## src/rtl/event_stream_arbiter_pkg.sv

```systemverilog
`default_nettype none
// ============================================================================
// Module   : evt_pkg
// Brief    : Shared constants for the event-report stream fabric: beat width,
//            source-tag position, marker byte and event-code enumeration.
// Revision : 1.0 - initial release
// ============================================================================
package evt_pkg;

  localparam int AXIS_EVT_W  = 256;
  localparam int EVT_TAG_LSB = 240;

  // Marker byte carried in bits [255:248] of every event report
  localparam logic [7:0] EVT_MARKER = 8'h01;

  typedef enum logic [7:0] {
    UNDERFLOW = 8'd1,
    EVENT_A   = 8'd2,
    EVENT_B   = 8'd3
  } evt_code_e;

endpackage
`default_nettype wire

```

## src/rtl/event_stream_arbiter_rr_pick.sv

```systemverilog
`default_nettype none
// ============================================================================
// Module   : rr_pick
// Brief    : Combinational round-robin priority picker. Returns the first
//            requesting index at or after (last+1) mod N, with wrap-around.
// Revision : 1.0 - initial release
// ============================================================================
module rr_pick #(
  parameter int N = 4,
  parameter int W = 2
) (
  input  logic [N-1:0] req,
  input  logic [W-1:0] last,
  output logic [W-1:0] grant,
  output logic         any
);

  localparam logic [W-1:0] LAST_IDX = W'(N - 1);
  localparam logic [W:0]   N_EXT    = (W + 1)'(N);

  logic [W-1:0]   start;
  logic [2*N-1:0] rotated;
  logic [W-1:0]   offset;
  logic [W:0]     sum;

  // Rotate a doubled request vector so the search start sits at bit 0, then
  // take the lowest set bit and map the offset back to an absolute index.
  always_comb begin
    start   = (last == LAST_IDX) ? '0 : last + W'(1);
    rotated = {req, req} >> start;
    offset  = '0;
    any     = 1'b0;
    for (int k = N - 1; k >= 0; k--) begin
      if (rotated[k]) begin
        any    = 1'b1;
        offset = W'(k);
      end
    end
    sum   = {1'b0, start} + {1'b0, offset};
    grant = (sum >= N_EXT) ? W'(sum - N_EXT) : W'(sum);
  end

endmodule
`default_nettype wire

```

## src/rtl/event_stream_arbiter.sv

```systemverilog
`default_nettype none
// ============================================================================
// Module   : event_stream_arbiter
// Brief    : Round-robin merge of N_SRC 256-bit AXI-Stream event sources into
//            one registered output beat stream, tagged with the source index.
//            Optional per-source grant counters when EVT_ARB_STATS_EN is
//            defined (adds clear_stats input and grant_count output).
// Revision : 1.0 - initial release
// ============================================================================
module event_stream_arbiter
  import evt_pkg::*;
#(
  parameter int N_SRC   = 4,
  parameter int SRC_W   = 4,
  parameter int TAG_LSB = EVT_TAG_LSB
) (
  input  logic                          clk,
  input  logic                          rst,
  input  logic [AXIS_EVT_W*N_SRC-1:0]   AXIS_IN_TDATA,
  input  logic [N_SRC-1:0]              AXIS_IN_TVALID,
  output logic [N_SRC-1:0]              AXIS_IN_TREADY,
  output logic [AXIS_EVT_W-1:0]         AXIS_OUT_TDATA,
  output logic                          AXIS_OUT_TVALID,
  input  logic                          AXIS_OUT_TREADY,
`ifdef EVT_ARB_STATS_EN
  input  logic                          clear_stats,
  output logic [32*N_SRC-1:0]           grant_count,
`endif
  output logic [SRC_W-1:0]              last_grant
);

  localparam logic [SRC_W-1:0] LAST_IDX = SRC_W'(N_SRC - 1);

  logic                  out_free;
  logic                  any_valid;
  logic                  accept_ok;
  logic [SRC_W-1:0]      pick;
  logic [AXIS_EVT_W-1:0] sel_data;
  logic [AXIS_EVT_W-1:0] tagged_data;

  // Output slot is free when empty or being drained this cycle
  assign out_free  = !AXIS_OUT_TVALID || AXIS_OUT_TREADY;
  assign accept_ok = out_free && any_valid && !rst;

  rr_pick #(
    .N (N_SRC),
    .W (SRC_W)
  ) u_rr_pick (
    .req   (AXIS_IN_TVALID),
    .last  (last_grant),
    .grant (pick),
    .any   (any_valid)
  );

  // One-hot ready toward the picked source only when a beat can be taken
  always_comb begin
    AXIS_IN_TREADY = '0;
    for (int i = 0; i < N_SRC; i++) begin
      AXIS_IN_TREADY[i] = accept_ok && (pick == SRC_W'(i));
    end
  end

  // Select the picked source's beat and overwrite its tag byte with the index
  always_comb begin
    sel_data = '0;
    for (int i = 0; i < N_SRC; i++) begin
      if (pick == SRC_W'(i)) begin
        sel_data = AXIS_IN_TDATA[AXIS_EVT_W*i +: AXIS_EVT_W];
      end
    end
    tagged_data                = sel_data;
    tagged_data[TAG_LSB +: 8]  = 8'(pick);
  end

  // Output register: load on accept, empty when free with no requester
  always_ff @(posedge clk or posedge rst) begin
    if (rst) begin
      AXIS_OUT_TVALID <= 1'b0;
      AXIS_OUT_TDATA  <= '0;
      last_grant      <= LAST_IDX;
    end else if (out_free) begin
      if (any_valid) begin
        AXIS_OUT_TDATA  <= tagged_data;
        AXIS_OUT_TVALID <= 1'b1;
        last_grant      <= pick;
      end else begin
        AXIS_OUT_TVALID <= 1'b0;
      end
    end
  end

`ifdef EVT_ARB_STATS_EN
  generate
    for (genvar i = 0; i < N_SRC; i++) begin : g_stats
      logic [31:0] cnt;

      // Saturating per-source accept counter; clear takes priority
      always_ff @(posedge clk or posedge rst) begin
        if (rst) begin
          cnt <= '0;
        end else if (clear_stats) begin
          cnt <= '0;
        end else if (AXIS_IN_TREADY[i] && AXIS_IN_TVALID[i] && (cnt != 32'hFFFF_FFFF)) begin
          cnt <= cnt + 32'd1;
        end
      end

      assign grant_count[32*i +: 32] = cnt;
    end
  endgenerate
`endif

endmodule
`default_nettype wire
```

## config.mk

```make
export PLATFORM = sky130hd
export DESIGN_NAME = event_stream_arbiter
export DESIGN_NICKNAME = d
export VERILOG_FILES = /design/src/rtl/event_stream_arbiter_pkg.sv /design/src/rtl/event_stream_arbiter_rr_pick.sv /design/src/rtl/event_stream_arbiter.sv
export SDC_FILE = /design/constraint.sdc
export NUM_CORES = 1
export LEC_CHECK = 0
export CORE_AREA = 5 5 500 502
export CTS_BUF_LIST = sky130_fd_sc_hd__clkbuf_8 sky130_fd_sc_hd__clkbuf_16
export CTS_CLUSTER_SIZE = 8
export DETAILED_ROUTE_END_ITERATION = 8
export DIE_AREA = 0 0 505 507
export GPL_TIMING_DRIVEN = 0
export PLACE_DENSITY = 0.3
export SETUP_SLACK_MARGIN = 0.05
export SYNTH_ARGS = -nofsm -noshare
export SYNTH_HDL_FRONTEND = slang
export SYNTH_HIERARCHICAL = 1
export SYNTH_SLANG_ARGS = --single-unit
```

## constraint.sdc

```tcl
create_clock -name clk -period 25.9 [get_ports clk]
set_input_delay 6.475 -clock clk [delete_from_list [all_inputs] [get_ports clk]]
set_output_delay 6.475 -clock clk [all_outputs]
set_load 0.01 [all_outputs]
```

==> flow_metrics.env, run 1 <==
export IMPL_number_of_buffers_added_to_fix_hold_violations_after_cts=0
export IMPL_netlist_top_cells_count="a21oi_1, dfrtp_1, nor2_1"
export IMPL_routed_wl_um=204000
export IMPL_worstMarginPinSlew_ns=1.25
export IMPL_route_detailed_wl_per_inst_um=30.7
export IMPL_floorplan_core_area_mm2=0.245
export IMPL_design_die_area_mm2=0.256
export IMPL_drc=0
export IMPL_postCtsSetupRepairBufs=0
export IMPL_proportion_of_register_bits_with_asynchronous_set_or_reset_after_synthesis_pct=100
export IMPL_total_number_of_clock_tree_sinks=255
export IMPL_antenna_found_initial=64
export IMPL_critical_path_required_ns=19.42
export IMPL_detailed_place_hpwl_um=179000
export IMPL_overflow=0
export IMPL_finish_net_count=4434
export IMPL_clock_latency_ns=0.64
export IMPL_floorplan_die_width_um=505
export IMPL_maxCapViolCount=0
export IMPL_synth_sequential_area_ratio_pct=35.0
export IMPL_synth_warning_count=6
export IMPL_max_clock_path_buffers=3
export IMPL_fin_crit_ns=18.62
export IMPL_critPathKind="primary input to primary output"
export IMPL_first_global_vias=24500
export IMPL_worst_ep_arrival_time_ns=12.14
export IMPL_fmax_mhz=53.7
export IMPL_area_growth_pct=100
export IMPL_cts_tree="built"
export IMPL_setup_violations_final=0
export IMPL_cp_max_stage_delay_ns=0.78
export IMPL_syn_area_mm2=0.0182
export IMPL_hold_worst_slack_ns=0.479
export IMPL_drtIter0Drc=1212
export IMPL_worst_slew_margin_rel_pct=16.4
export IMPL_drt_pre_antenna_iters=5
export IMPL_die_h_um=507
export IMPL_place_gp_congestion=0.908
export IMPL_post_synth_top_area_fraction_pct=34.7
export IMPL_floorplan_initialDensity_pct=7.45
export IMPL_syn_avg_cell_area_um2=8.78
export IMPL_clock_skew_final_ns=0.0494
export IMPL_cp_end_kind="primary output"
export IMPL_cts_resized=0
export IMPL_critical_path_top_delay_cell="clkdlybuf4s50_1"
export IMPL_synth_seq_cells=255
export IMPL_num_io_pins=1296
export IMPL_status="finished clean"
export IMPL_timing_critical_path_fanout_max=10
export IMPL_fin_tns_setup_ns=0
export IMPL_synth_top_cells_by_area="dfrtp_1, a221oi_2, a21oi_1"
export IMPL_grt_first_pass_wirelength_um=262000
export IMPL_row_count=182
export IMPL_io_buffers=1259
export IMPL_setup_repair_after_global_routing_missed_its_margin="false"
export IMPL_final_hold_viol_count=0
export IMPL_via_per_inst=3.37
export IMPL_cts_clk_slew_worst_paths_ns=0.05
export IMPL_slew_violations=0
export IMPL_largest_net_degree_at_the_start_of_global_routing=98
export IMPL_path_cells="clkdlybuf4s50_1 > nor2b_1 > nor3b_1 > a221oi_2 > a2111oi_2 > a31o_2 > ha_1 > inv_1 > fa_1 > xor2_1 > ha_1 > nand2_1 > nor2_1 > o31a_1 > or2_1 > buf_2 > clkbuf_1 > nor4_1 > clkdlybuf4s50_1"
export IMPL_synth_top_area_cell="dfrtp_1"
export IMPL_num_vias=22500
export IMPL_detail_route_antenna_nets=0
export IMPL_synth_cells=2077
export IMPL_ys_types=53
export IMPL_htreeDepth=2
export IMPL_grtUsageTotal_pct=15.4
export IMPL_yosysMostFrequentCell="a21oi_1"
export IMPL_critPathLaunchType="primary input"
export IMPL_synth_enable_flop_cells=0
export IMPL_layout_filler_cells=27900
export IMPL_postSynth_topFlopCell="dfrtp_1"
export IMPL_layout_worst_path_cycle_share_pct=71.9
export IMPL_min_delay_path_class="flip-flop to flip-flop"
export IMPL_clock_root_buffer="clkbuf_16"
export IMPL_post_route_cells_drive_above_1_share_pct=11.7
export IMPL_cts_buffers=45
## registers in the layout, summed over array words and instances, names as in the netlist
signal / flops
AXIS_OUT_TVALID: 1
AXIS_OUT_TDATA: 251
last_grant: 3
## worst max-delay path, delay by kind of cell
kind,cells,cell delay (ns)
compound gates,4,0.92
xor+xnor,1,0.20
fa+ha+maj,3,0.84
buf+inv,5,2.09
simple gates,6,1.59
## cells by family after synthesis
logic type,count (synthesis),synth area share [%]
other,1,0.0206
buffers and inverters,419,10.3
multiplexers,48,5.79
AO/OA/AOI/OAI,880,35.3
adder cells (fa/ha/maj),5,0.384
flip-flops,255,35.0
AND/OR/NAND/NOR,465,13.0
XOR/XNOR,4,0.233
## metal layers
metal | vias up | GRT usage, % | part of all wire [%]
met4 | 56 | 1.96 | 1.2
li1 | 10100 | - | -
met1 | 11100 | 19.5 | 44
met5 | - | 0 | 0.17
met3 | 155 | 5.35 | 8.1
met2 | 1041 | 25.8 | 47
## worst paths after layout
check,slack (ns),startpoint,endpoint,depth (start not counted)
setup reg to reg,19.68,last_grant[0],AXIS_OUT_TDATA[77],16
max in group asynchronous,18.24,rst,AXIS_OUT_TDATA[254],4
min in group asynchronous,6.26,rst,AXIS_OUT_TDATA[240],2
setup / recovery,7.28,AXIS_IN_TVALID[0],AXIS_IN_TREADY[1],19
hold reg to reg,0.48,AXIS_OUT_TDATA[240],AXIS_OUT_TDATA[240],2
hold / removal,0.48,AXIS_OUT_TDATA[240],AXIS_OUT_TDATA[240],2
## stage by stage
step           instances  utilization (%)  area (µm²)  setup WS (ns)
2_1_floorplan       2080                -       18300           6.91
3_3_place_gp        6559             14.2       34900           1.34
3_5_place_dp        6571             14.3       35100           6.94
4_1_cts             6645             14.9       36500           6.93
5_1_grt             6646             14.9       36500           6.73
6_report            6661             14.9       36500           7.28
## final cells by class
cell class / instances / area (µm²) / share of cell area [%]
Timing Repair Buffer: 1271 / 12800 / 34.9
Multi-Input combinational cell: 1406 / 10000 / 27.4
Sequential cell: 255 / 6380 / 17.5
Tap cell: 3220 / 4030 / 11.0
Clock buffer: 51 / 1210 / 3.31
Buffer: 213 / 1110 / 3.04
Inverter: 206 / 781 / 2.14
Clock inverter: 23 / 216 / 0.592
Antenna cell: 16 / 40.0 / 0.110
## cell usage in the layout, fill, tap and decap left out, types with 3 or more instances in the layout
| cell type | count |
|---|---|
| a21oi_1 | 407 |
| a221oi_1 | 38 |
| a221oi_2 | 164 |
| a22o_1 | 48 |
| and2_1 | 4 |
| buf_1 | 11 |
| buf_16 | 3 |
| buf_2 | 60 |
| buf_4 | 20 |
| buf_6 | 25 |
| bufinv_16 | 4 |
| clkbuf_1 | 102 |
| clkbuf_16 | 45 |
| clkbuf_2 | 3 |
| clkbuf_8 | 6 |
| clkdlybuf4s50_1 | 1259 |
| clkinv_2 | 6 |
| conb_1 | 4 |
| dfrtp_1 | 253 |
| diode_2 | 16 |
| ha_1 | 4 |
| inv_1 | 214 |
| mux4_2 | 46 |
| nand2_1 | 23 |
| nand2b_1 | 207 |
| nand4bb_1 | 3 |
| nor2_1 | 208 |
| nor2b_1 | 3 |
| nor3b_1 | 3 |
| o211ai_1 | 3 |
| o21ai_0 | 3 |
| o21ai_1 | 201 |
Power of run 1 is not shown: default switching activity piles up to over one toggle a cycle in this logic, so the estimate is an artifact.
==> run 2: changes to the inputs <==
--- a/config.mk
+++ b/config.mk
@@ -5,11 +5,11 @@
 export SDC_FILE = /design/constraint.sdc
 export NUM_CORES = 1
 export LEC_CHECK = 0
-export CORE_AREA = 5 5 500 502
+export CORE_AREA = 5 5 506 508
 export CTS_BUF_LIST = sky130_fd_sc_hd__clkbuf_8 sky130_fd_sc_hd__clkbuf_16
 export CTS_CLUSTER_SIZE = 8
 export DETAILED_ROUTE_END_ITERATION = 8
-export DIE_AREA = 0 0 505 507
+export DIE_AREA = 0 0 511 513
 export GPL_TIMING_DRIVEN = 0
 export PLACE_DENSITY = 0.3
 export SETUP_SLACK_MARGIN = 0.05
==> constraint.sdc (replaced) <==
create_clock -name clk -period 19.2 [get_ports clk]
set_input_delay 4.8 -clock clk [delete_from_list [all_inputs] [get_ports clk]]
set_output_delay 4.8 -clock clk [all_outputs]
set_load 0.01 [all_outputs]
==> run 2 against run 1 <==
Net effect: sequential share of layout area hardly changed; critical path depth is 2 lower; sequential cell count did not move; via count down 0.59%; final cell count rose by 1.9%; die area is 2.4% higher; non-clock buffer count shrank 4.
==> flow_metrics.env, run 2 (same netlist as run 1, synthesis figures left out) <==
export IMPL_worst_path_dominant_cell_family="buffers and inverters"
export IMPL_overflow=0
export IMPL_cp_max_stage_delay_ns=0.84
export IMPL_num_io_pins=1296
export IMPL_final_hold_viol_count=0
export IMPL_slew_violations=0
export IMPL_drc=0
export IMPL_layout_worst_path_cycle_share_pct=79.6
export IMPL_dp_cells=6695
export IMPL_route_detailed_wl_per_inst_um=29.0
export IMPL_fin_cells=6785
export IMPL_path_cells="clkdlybuf4s50_1 > nor2b_1 > o21ba_2 > o311ai_1 > o21ai_0 > a31o_2 > ha_1 > inv_1 > fa_1 > inv_1 > buf_2 > buf_2 > clkbuf_1 > nand2b_1 > nor4_2 > buf_4 > clkdlybuf4s50_1"
export IMPL_critical_path_top_delay_cell="clkbuf_1"
export IMPL_detailed_place_hpwl_um=172000
export IMPL_total_number_of_clock_tree_sinks=255
export IMPL_place_gp_congestion=0.875
export IMPL_layout_common_cells="clkdlybuf4s50_1, a21oi_1, dfrtp_1, inv_1, nor2_1"
export IMPL_die_h_um=513
export IMPL_dpl_cell_area_mm2=0.0352
export IMPL_worst_slew_margin_rel_pct=12.8
export IMPL_critical_path_required_ns=14.40
export IMPL_clock_latency_ns=0.65
export IMPL_maxCapViolCount=0
export IMPL_reg_largest_list="AXIS_OUT_TDATA: 251 flops, last_grant: 3 flops, AXIS_OUT_TVALID: 1 flops"
export IMPL_cp_buffers_inverters=8
export IMPL_design_die_area_mm2=0.262
export IMPL_finish_utilization_pct=14.6
export IMPL_floorplan_die_width_um=511
export IMPL_fmax_mhz=65.4
export IMPL_setup_violations_final=0
export IMPL_status="finished clean"
export IMPL_postCtsSetupRepairBufs=0
export IMPL_row_count=184
export IMPL_layout_commonest_cell="clkdlybuf4s50_1"
export IMPL_critPathLaunchType="primary input"
export IMPL_max_flop_register="AXIS_OUT_TDATA"
export IMPL_critPathKind="primary input to primary output"
export IMPL_cp_end_kind="primary output"
export IMPL_clock_root_buffer="clkbuf_16"
export IMPL_post_route_cells_drive_above_1_share_pct=11.5
export IMPL_cts_clk_slew_worst_paths_ns=0.05
export IMPL_worst_ep_arrival_time_ns=10.48
export IMPL_min_delay_path_class="flip-flop to flip-flop"
export IMPL_antenna_found_initial=75
export IMPL_number_of_buffers_added_to_fix_hold_violations_after_cts=0
export IMPL_cts_tree="built"
export IMPL_max_clock_path_buffers=3
export IMPL_cts_resized=0
export IMPL_grtUsageTotal_pct=14.4
export IMPL_stdcell_area_mm2=0.0366
export IMPL_floorplan_core_area_mm2=0.251
export IMPL_drt_pre_antenna_iters=6
export IMPL_first_global_vias=24200
export IMPL_floorplan_initialDensity_pct=7.27
export IMPL_routed_wl_um=197000
export IMPL_largest_net_degree_at_the_start_of_global_routing=91
export IMPL_timing_critical_path_fanout_max=11
export IMPL_grt_first_pass_wirelength_um=253000
export IMPL_worstMarginPinSlew_ns=1.31
export IMPL_fin_crit_ns=15.28
export IMPL_clock_skew_final_ns=0.0606
export IMPL_fin_tns_setup_ns=0
export IMPL_largest_reg_flops=251
export IMPL_drtIter0Drc=1065
export IMPL_num_vias=22300
export IMPL_htreeDepth=2
export IMPL_setup_repair_after_global_routing_missed_its_margin="false"
export IMPL_area_growth_pct=101
export IMPL_finish_net_count=4429
export IMPL_io_buffers=1259
export IMPL_cts_buffers=44
export IMPL_detail_route_antenna_nets=0
export IMPL_via_per_inst=3.29
==> run 2: cell count changes in the layout (fill, tap and decap cells not counted), sizes merged <==
| cell | change |
|---|---|
| clkinv | -2 |
| buf | -4 |
| clkinvlp | +3 |
| inv | +2 |
| diode | +1 |
| bufinv | -3 |
| clkbuf | -1 |
==> run 2: worst paths after layout <==
check                      cells after the start  slack [ns]           startpoint                   to
setup / recovery                              17        3.92    AXIS_IN_TVALID[0]    AXIS_IN_TREADY[1]
setup reg to reg                              16       12.94        last_grant[0]  AXIS_OUT_TDATA[110]
min in group asynchronous                      2        4.60                  rst      AXIS_OUT_TVALID
max in group asynchronous                      4       13.36                  rst   AXIS_OUT_TDATA[31]
hold / removal                                 1        0.50  AXIS_OUT_TDATA[232]  AXIS_OUT_TDATA[232]
hold reg to reg                                1        0.50  AXIS_OUT_TDATA[232]  AXIS_OUT_TDATA[232]
==> run 2: layout make-up <==
| type | count | area [µm²] |
|---|---|---|
| Fill cell | 28400 | 214000 |
| Timing Repair Buffer | 1267 | 12700 |
| Multi-Input combinational cell | 1406 | 10000 |
| Sequential cell | 255 | 6380 |
| Tap cell | 3348 | 4190 |
| Clock buffer | 50 | 1180 |
| Buffer | 213 | 1110 |
| Inverter | 206 | 781 |
| Clock inverter | 23 | 169 |
| Antenna cell | 17 | 42.5 |
==> run 2: worst reg2reg max path, cell delays in order, from the launching register on <==
cell       delay [ns]
dfstp_2          0.74
ha_1             0.24
nor3b_4          0.28
o311ai_1         0.19
o211a_1          0.27
a2111oi_2        0.33
a31o_2           0.16
ha_1             0.16
inv_1            0.06
fa_1             0.49
inv_1            0.30
buf_2            0.56
buf_2            0.58
clkbuf_1         0.84
a221oi_1         0.22
o21ai_1          0.50
a21oi_1          0.16
==> run 2: routing by layer <==
metal | track usage [%] | share of wire, % | vias up
li1 | - | - | 10100
met1 | 17.9 | 43 | 10900
met2 | 23.9 | 46 | 1052
met3 | 5.83 | 9.6 | 163
met4 | 1.85 | 1.2 | 62
met5 | 0 | 0.20 | -
==> run 2: metrics by stage <==
| stage | hold WS (ns) | setup WS [ns] |
|---|---|---|
| after CTS | 0.506 | 3.52 |
| after detailed placement | 0.494 | 3.53 |
| after global placement | 0.478 | -2.14 |
| after floorplan | 0.498 | 3.56 |
| final | 0.504 | 3.92 |
| after global routing | 0.510 | 3.39 |
Power of run 2 is left out for the same reason.
